<file path="config.mk">
export PLATFORM = sky130hd
export DESIGN_NAME = spi_fifo_param_flat
export DESIGN_NICKNAME = d
export VERILOG_FILES = /design/src/rtl/spi_fifo_param_if.sv /design/src/rtl/spi_fifo_param.sv /design/src/flat_wrapper.sv
export SDC_FILE = /design/constraint.sdc
export NUM_CORES = 2
export LEC_CHECK = 0
export BUFFER_PORTS_ARGS = -buffer_cell sky130_fd_sc_hd__buf_2
export CAP_MARGIN = 20
export CORE_UTILIZATION = 24
export CTS_CLUSTER_SIZE = 28
export DETAILED_ROUTE_END_ITERATION = 7
export SLEW_MARGIN = 15
export SYNTH_ARGS = -nofsm -noshare
export SYNTH_HDL_FRONTEND = slang
export SYNTH_SLANG_ARGS = --single-unit
</file>
<file path="constraint.sdc">
create_clock -name clk -period 3.4 [get_ports clk]
set_clock_uncertainty 0.15 [all_clocks]
set_input_delay 0.34 -clock clk [delete_from_list [all_inputs] [get_ports clk]]
set_output_delay 0.34 -clock clk [all_outputs]
set_load 0.01 [all_outputs]
</file>
<file path="src/rtl/spi_fifo_param_if.sv">
// Handshake and status bundle for spi_fifo_param.
// master = producer/consumer side, slave = FIFO side.
interface spi_fifo_param_if #(
   parameter int DATA_W = 8,
   parameter int CNT_W  = 9
);
   logic              wr_en;
   logic [DATA_W-1:0] data_in;
   logic              rd_en;
   logic [DATA_W-1:0] data_out;
   logic              data_valid;
   logic [CNT_W-1:0]  ae_level;
   logic [CNT_W-1:0]  af_level;
   logic              empty;
   logic              almost_empty;
   logic              full;
   logic              almost_full;
   logic [CNT_W-1:0]  count;
   logic              overflow;
   logic              underflow;

   modport master (
      output wr_en, data_in, rd_en, ae_level, af_level,
      input  data_out, data_valid, empty, almost_empty,
      input  full, almost_full, count, overflow, underflow
   );

   modport slave (
      input  wr_en, data_in, rd_en, ae_level, af_level,
      output data_out, data_valid, empty, almost_empty,
      output full, almost_full, count, overflow, underflow
   );
endinterface

</file>
<file path="src/rtl/spi_fifo_param.sv">
// Parametrised synchronous FIFO for the Quad-SPI send/receive paths.
// Any depth 2..511, sticky error flags, show-ahead or registered read.
module spi_fifo_param #(
   parameter int DATA_W     = 8,
   parameter int DEPTH      = 261,
   parameter int CNT_W      = 9,
   parameter bit SHOW_AHEAD = 1'b1
) (
   input logic              clk,
   input logic              reset,
   input logic              flush,
   spi_fifo_param_if.slave  bus
);
   localparam int AW = $clog2(DEPTH);

   logic [DATA_W-1:0] r_mem [DEPTH];
   logic [AW-1:0]     r_rd_ptr;
   logic [AW-1:0]     r_wr_ptr;
   logic [CNT_W-1:0]  r_count;
   logic              r_empty;
   logic              r_full;
   logic              r_ae;
   logic              r_af;
   logic              r_ovf;
   logic              r_unf;

   logic              w_clr;
   logic              w_rd_acc;
   logic              w_wr_acc;
   logic [CNT_W-1:0]  w_cnt_nxt;
   logic [AW-1:0]     w_rd_ptr_nxt;
   logic [AW-1:0]     w_wr_ptr_nxt;

   assign w_clr    = reset || flush;
   assign w_rd_acc = bus.rd_en && !r_empty;
   // A full FIFO still takes a write when a read frees a slot the same cycle
   assign w_wr_acc = bus.wr_en && (!r_full || w_rd_acc);

   assign w_rd_ptr_nxt = (r_rd_ptr == AW'(DEPTH - 1)) ? '0 : r_rd_ptr + 1'b1;
   assign w_wr_ptr_nxt = (r_wr_ptr == AW'(DEPTH - 1)) ? '0 : r_wr_ptr + 1'b1;

   always_comb begin
      w_cnt_nxt = r_count;
      if (w_wr_acc && !w_rd_acc)
         w_cnt_nxt = r_count + 1'b1;
      else if (w_rd_acc && !w_wr_acc)
         w_cnt_nxt = r_count - 1'b1;
   end

   always_ff @(posedge clk) begin
      if (w_clr) begin
         r_rd_ptr <= '0;
         r_wr_ptr <= '0;
         r_count  <= '0;
         r_empty  <= 1'b1;
         r_full   <= 1'b0;
         r_ae     <= 1'b1;
         r_af     <= (bus.af_level == '0);
         r_ovf    <= 1'b0;
         r_unf    <= 1'b0;
      end else begin
         if (w_rd_acc)
            r_rd_ptr <= w_rd_ptr_nxt;
         if (w_wr_acc)
            r_wr_ptr <= w_wr_ptr_nxt;
         r_count <= w_cnt_nxt;
         // Flags follow next-count so they never lag the count output
         r_empty <= (w_cnt_nxt == '0);
         r_full  <= (w_cnt_nxt == CNT_W'(DEPTH));
         r_ae    <= (w_cnt_nxt <= bus.ae_level);
         r_af    <= (w_cnt_nxt >= bus.af_level);
         r_ovf   <= r_ovf || (bus.wr_en && !w_wr_acc);
         r_unf   <= r_unf || (bus.rd_en && !w_rd_acc);
      end
   end

   always_ff @(posedge clk) begin
      if (w_wr_acc && !w_clr)
         r_mem[r_wr_ptr] <= bus.data_in;
   end

   generate
      if (SHOW_AHEAD) begin : g_show_ahead
         assign bus.data_out   = r_mem[r_rd_ptr];
         assign bus.data_valid = !r_empty;
      end else begin : g_registered
         logic [DATA_W-1:0] r_dout;
         logic              r_dv;

         always_ff @(posedge clk) begin
            if (w_clr) begin
               r_dout <= '0;
               r_dv   <= 1'b0;
            end else begin
               r_dv <= w_rd_acc;
               if (w_rd_acc)
                  r_dout <= r_mem[r_rd_ptr];
            end
         end

         assign bus.data_out   = r_dout;
         assign bus.data_valid = r_dv;
      end
   endgenerate

   assign bus.count        = r_count;
   assign bus.empty        = r_empty;
   assign bus.full         = r_full;
   assign bus.almost_empty = r_ae;
   assign bus.almost_full  = r_af;
   assign bus.overflow     = r_ovf;
   assign bus.underflow    = r_unf;
endmodule

</file>
<file path="src/flat_wrapper.sv">
// flat-port wrapper written by rule: the top's interface ports become plain ports
module spi_fifo_param_flat 
#(
   parameter int DATA_W     = 8,
   parameter int DEPTH      = 261,
   parameter int CNT_W      = 9,
   parameter bit SHOW_AHEAD = 1'b1
)
  (clk, reset, flush, bus_wr_en, bus_data_in, bus_rd_en, bus_ae_level, bus_af_level, bus_data_out, bus_data_valid, bus_empty, bus_almost_empty, bus_full, bus_almost_full, bus_count, bus_overflow, bus_underflow);
  spi_fifo_param_if #(.DATA_W(DATA_W), .CNT_W(CNT_W)) bus_i ();
  input logic clk;
  input logic reset;
  input logic flush;
  input wire logic [$bits(bus_i.wr_en)-1:0] bus_wr_en;
  input wire logic [$bits(bus_i.data_in)-1:0] bus_data_in;
  input wire logic [$bits(bus_i.rd_en)-1:0] bus_rd_en;
  input wire logic [$bits(bus_i.ae_level)-1:0] bus_ae_level;
  input wire logic [$bits(bus_i.af_level)-1:0] bus_af_level;
  output wire logic [$bits(bus_i.data_out)-1:0] bus_data_out;
  output wire logic [$bits(bus_i.data_valid)-1:0] bus_data_valid;
  output wire logic [$bits(bus_i.empty)-1:0] bus_empty;
  output wire logic [$bits(bus_i.almost_empty)-1:0] bus_almost_empty;
  output wire logic [$bits(bus_i.full)-1:0] bus_full;
  output wire logic [$bits(bus_i.almost_full)-1:0] bus_almost_full;
  output wire logic [$bits(bus_i.count)-1:0] bus_count;
  output wire logic [$bits(bus_i.overflow)-1:0] bus_overflow;
  output wire logic [$bits(bus_i.underflow)-1:0] bus_underflow;
  assign bus_i.wr_en = bus_wr_en;
  assign bus_i.data_in = bus_data_in;
  assign bus_i.rd_en = bus_rd_en;
  assign bus_i.ae_level = bus_ae_level;
  assign bus_i.af_level = bus_af_level;
  assign bus_data_out = bus_i.data_out;
  assign bus_data_valid = bus_i.data_valid;
  assign bus_empty = bus_i.empty;
  assign bus_almost_empty = bus_i.almost_empty;
  assign bus_full = bus_i.full;
  assign bus_almost_full = bus_i.almost_full;
  assign bus_count = bus_i.count;
  assign bus_overflow = bus_i.overflow;
  assign bus_underflow = bus_i.underflow;
  spi_fifo_param #(.DATA_W(DATA_W), .DEPTH(DEPTH), .CNT_W(CNT_W), .SHOW_AHEAD(SHOW_AHEAD)) u_core (.clk(clk), .reset(reset), .flush(flush), .bus(bus_i));
endmodule
</file>
# Yosys cells after proc, flatten, opt, wreduce, memory -nomap -nowiden
# Memory sizes are Yosys's and may differ from the RTL's. A register that Yosys moved wholly into a read port is not among the register bits.
# Cells that the tools add are included.
# word_totals
ff_bits	33
ram_bits	2088
input_bits	31
output_inout_bits	24
elab_cells	46
mem_count	1
# op_classes
n_addsub	4
order_cmp	2
n_eq_ne	3
mux	9
reduce_logical	18
# memory_table
name	depth	word_bits	read_ports	rd_ports_with_merged_regs	write_ports	line	rtl
u_core.r_mem	261	8	1	1	1	spi_fifo_param.sv:16	logic [DATA_W-1:0] r_mem [DEPTH];
# op_table
cell	n
2-to-1 mux 9 bit	6
adder 9 x 1 -> 9 bit (second input constant)	3
== test 9 bit (second input constant)	3
zero test 9 bit	2
greater-or-equal comparator 9 bit	1
less-or-equal comparator 9 bit	1
subtractor 9 x 1 -> 9 bit (second input constant)	1
logical AND 1 bit	7
zero test 1 bit	5
logical OR 1 bit	4
2-to-1 mux 1 bit	3

# Depth between registers and ports, before layout
# logic_depth
depth_word	10
depth_mapped	14
depth_no_buf	13

# Least setup slack after synthesis
# No wires, ideal clock.
# synth_timing
path_kind	reg2reg
startpoint	register u_core.r_empty, in the netlist u_core.bus.empty
endpoint	register u_core.r_ae, in the netlist u_core.bus.almost_empty
setup_time_ps	59
arrival_time_ps	2964
required_time_ps	3191
setup_slack_ps	227
path_stages_with_launch	14
path_buffers	0
period_less_slack_ps	3173
path_cell_list	dfxtp_1 -> or3b_2 -> nor3_1 -> nand2_1 -> or3_1 -> or3_1 -> o21ai_0 -> xnor2_1 -> inv_1 -> ha_1 -> nand4_1 -> o31ai_1 -> o21bai_1 -> o31a_1
# synth_via
elab_chain_len	9
elab_cells_between_ends	11
classes_between	order compare (1); mux (2); reduce/logical (8)
# synth_rtl
element	line	rtl
from (decl)	spi_fifo_param.sv:20	logic r_empty;
from (signal assigned)	spi_fifo_param.sv:68	r_empty <= (w_cnt_nxt == '0);
zero test 1 bit (*)	spi_fifo_param.sv:35	assign w_rd_acc = bus.rd_en && !r_empty;
logical AND 1 bit (*)	spi_fifo_param.sv:35	
logical OR 1 bit	spi_fifo_param.sv:37	assign w_wr_acc = bus.wr_en && (!r_full || w_rd_acc);
logical AND 1 bit	spi_fifo_param.sv:37	
zero test 1 bit	spi_fifo_param.sv:46	else if (w_rd_acc && !w_wr_acc)
logical AND 1 bit	spi_fifo_param.sv:46	
2-to-1 mux 9 bit	spi_fifo_param.sv:46	
2-to-1 mux 9 bit (*)	spi_fifo_param.sv:44	if (w_wr_acc && !w_rd_acc)
named net u_core.w_cnt_nxt[8]	spi_fifo_param.sv:30	logic [CNT_W-1:0] w_cnt_nxt;
less-or-equal comparator 9 bit (*)	spi_fifo_param.sv:70	r_ae <= (w_cnt_nxt <= bus.ae_level);
to (signal assigned)	spi_fifo_param.sv:70	
to (decl)	spi_fifo_param.sv:22	logic r_ae;
# The timed path passes the listed nets; every way through them passes the cells marked *.
# A chain may end at the register's enable or synchronous reset.

==> summary.md <==
| Metric | Value |
|---|---|
| Post-synth EDFFs | 2,088 |
| Sequential power share | 54.5% |
| Met3 WL | 17.19 mm |
| CP Launch Type | flip-flop |
| Worst path top cell family by delay | buffers and inverters |
| Cell mode on critical path | buf_12 |
| Unrepaired setup endpoints after global routing | true |
| Grt ovf | 0 |
| Fin. Hold Viols | 0 |
| Final std cells w/o fill | 9,701 |
| Setup crit end kind | output pin |
| Syn Inst Count | 4,075 |
| Buffers and inverters on the worst path | 6 |
| Cell Area, Synth | 83,410 µm² |
| Antenna Nets Post-Route | 0 |
| Crit path DAT | 4.13 ns |
| Syn_nets | 4,132 |
| NetSw | 10,710 µW |
| CP cell instances | buf_12 -> buf_12 -> buf_4 -> buf_12 -> buf_4 -> mux4_2 -> mux2i_1 -> mux4_2 -> nor2_4 -> nor2_1 -> o211ai_1 -> and3_4 -> buf_6 |
| First-pass GRT wire length | 329.5 mm |
| Port bufs | 54 |
| Crit Path Class | flip-flop to output pin |
| Seq cells post-synth | 2,130 |
| Wl on met1 | 93.84 mm |
| Failing checks | setup timing |
| Final wirelength | 231.3 mm |
| Final worst slack | -1.218 ns |
| # rows | 216 |
| Power Density | 510.8 nW/µm² |
| Worst-Skew Late Latency | 0.86 ns |
| Vias per cell | 4.566 |
| Req. time, crit path | 2.91 ns |
| Slew @ Worst Pin | 1.137 ns |
| Path type of the worst min-delay path | input pin to flip-flop |
| Root Buffer | clkbuf_16 |
| Bufs on Longest Clock Path | 3 |
| First-pass detailed-route iteration total | 5 |
| Synthesized area per cell | 20.47 µm² |
| CP max stage cell | mux4_2 |
| Status | finished, violations left |
| Starting DRC count in detailed routing | 5,282 |
| Count leader, synth | edfxtp_1 |
| Dominant cells by area after synthesis | edfxtp_1 75%, mux4_2 13%, mux2i_1 2.8% |
| Post-DP HPWL | 151.3 mm |
| Post-synth top area share | 75.17% |
| Placed inst area | 94,570 µm² |
| TritonCTS clock tree | built |
| CP max stage delay | 0.54 ns |
| Clk sink count | 2,130 |
| Netlist cell types | 70 |
| Static leakage | 0.03234 µW |
| Clock share of power | 43.1% |
| Clk slew on worst S/H paths | 0.07 ns |
| CP max FO | 18 |
| Pint | 42,180 µW |
| DIE AREA | 349,900 µm² |
| DP Cell Count | 9,216 |
| Top sig layer | met5 |
| GRT Util Overall | 12.96% |
| Syn-to-layout area delta | 24.14% |
| Pins Over Slew Limit | 0 |
| DR vias | 44,300 |
| Placer congestion estimate | 0.8656 |
| Core area | 345,900 µm² |
| Vias in the first global route | 45,020 |
| Final instance area | 103,600 µm² |
| Final period util | 135.8% |
| Min cycle time layout | 4.618 ns |
| Switch share | 20.24% |
| Maximum level of the CTS H-tree | 4 |
| Sequential share of the synthesized area | 76.18% |
| Setup violations, final | 8 |
| Max VDD drop | 0.4506 mV |
| Yosys warns | 0 |
| Synth area leader | edfxtp_1 |
| Hold WS | 0.02924 ns |
| Wirelength per Cell | 23.85 µm |
| Height of the die | 591.5 µm |
| Initial antenna violation count | 6 |
| WL met2 | 112.6 mm |
| Dominant synthesized flop cell | edfxtp_1 |
| Die X | 591.5 µm |
| Synth cell count leaders | 2,088 x edfxtp_1, 467 x mux4_2, 322 x nor2_1, 233 x mux2i_1, 105 x clkbuf_1 |
| CTS Buf Count | 203 |
| I/O pin total | 55 |
| Worst relative slew slack | 24.20% |
| Largest net degree at the start of global routing | 150 |
| Final nets | 5,002 |
| Initial Util | 24.11% |
| Post-route DRC | 0 |
| Combinational Power Share | 2.4% |
| Filler cells | 33,490 |
| Max Fclk | 216.5 MHz |
| Ys async rst share | 0% |
| Maxcap violations | 0 |
| Layout cells sized above 1 | 34.94% |
[per-layer routing]
layer | GRT usage, % | vias to the layer above
met4 | 4.561 | 4
met3 | 2.696 | 351
met2 | 21.62 | 1797
met5 | 0 | -
met1 | 16.67 | 23500
li1 | - | 18650
[flip-flops by register name, summed over array words and instances (netlist names), named ones only]
register	cells
u_core.r_rd_ptr	9
u_core.bus.almost_full	1
u_core.bus.almost_empty	1
u_core.bus.full	1
u_core.r_mem	2088
u_core.bus.overflow	1
u_core.bus.count	9
u_core.r_wr_ptr	9
u_core.bus.underflow	1
u_core.bus.empty	1
[worst paths after layout]
kind	cells past startpoint	endpoint	slack (ns)	startpoint
min	1	u_core.r_mem[195][1]	0.03	bus_data_in[1]
max reg2reg	14	u_core.bus.almost_full	0.24	u_core.bus.empty
min reg2reg	2	u_core.bus.overflow	0.32	u_core.bus.overflow
max	13	bus_data_out[4]	-1.22	flip-flop
[worst reg2reg max path, delay by kind of cell, from the launching register on]
family | cells | cell delay, ns
AOI/OAI and AO/OA | 7 | 1.14
and+or+nand+nor | 4 | 0.63
DFF | 1 | 0.35
adders and majority gates | 1 | 0.29
xor gates and xnor gates | 1 | 0.30
buffers and inverters | 1 | 0.13
[kinds of logic (layout without fill, tap and decap cells)]
kind of cell / after synthesis / in the layout / synth area share, %
xor gates and xnor gates: 24 / 24 / 0.2520
and+or+nand+nor: 588 / 588 / 3.076
other: 0 / 5 / 0
DFF: 2130 / 2130 / 76.18
muxes: 709 / 709 / 15.53
buffers and inverters: 264 / 1307 / 1.743
AOI/OAI and AO/OA: 334 / 334 / 2.836
adders and majority gates: 26 / 26 / 0.3900
[per-stage QoR]
| step | worst slack (ns) | utilization, % | power, µW | setup TNS, ns |
|---|---|---|---|---|
| after global placement | -1.282 | 27.34 | 30510 | -5.296 |
| after global routing | -1.284 | 29.93 | 54260 | -9.749 |
| after CTS | -1.286 | 29.82 | 53250 | -9.757 |
| after detailed placement | -1.212 | 27.34 | 30550 | -5.206 |
| after floorplan | 0.2272 | - | 29820 | 0 |
| final | -1.218 | 29.93 | 52890 | -9.024 |
[timing repair]
item,in CTS,in global routing
pin swaps,27,31
endpoints found under the setup margin,8,10
hold buffers,14,0
buffers inserted,67,16
cloned,13,0
gates resized for setup,158,57
hold endpoints to repair,249,0
[cells in the final DEF, fill, tap and decap left out, types with 39 or more instances in the layout]
master,count
o221ai_1,57
edfxtp_1,2088
buf_12,68
nand2_1,102
mux4_2,467
clkbuf_16,208
a21oi_1,48
clkinv_2,39
buf_4,709
clkinv_1,39
nor2_1,315
buf_2,40
o22ai_1,45
mux2i_1,223
clkbuf_1,41
[power by group through the flow]
stage	Sequential [µW]	Clock (µW)	Combinational, µW
finish	28800	22800	1290
global route	28800	24100	1380
CTS	28800	23100	1290
detailed placement	29400	0	1170
global placement	29400	0	1140
floorplan	29400	0	431
[final cells by class]
cell class / count / area [µm²] / area share, %
Tap cell: 4578 / 5728 / 5.532
Timing Repair Buffer: 901 / 8315 / 8.030
Antenna cell: 5 / 12.51 / 0.01208
Sequential cell: 2130 / 63560 / 61.38
Clock buffer: 252 / 5400 / 5.215
Multi-Input combinational cell: 1681 / 19150 / 18.49
Inverter: 28 / 107.6 / 0.1039
Clock inverter: 126 / 1279 / 1.235
Power figures use the tool's default switching activity.
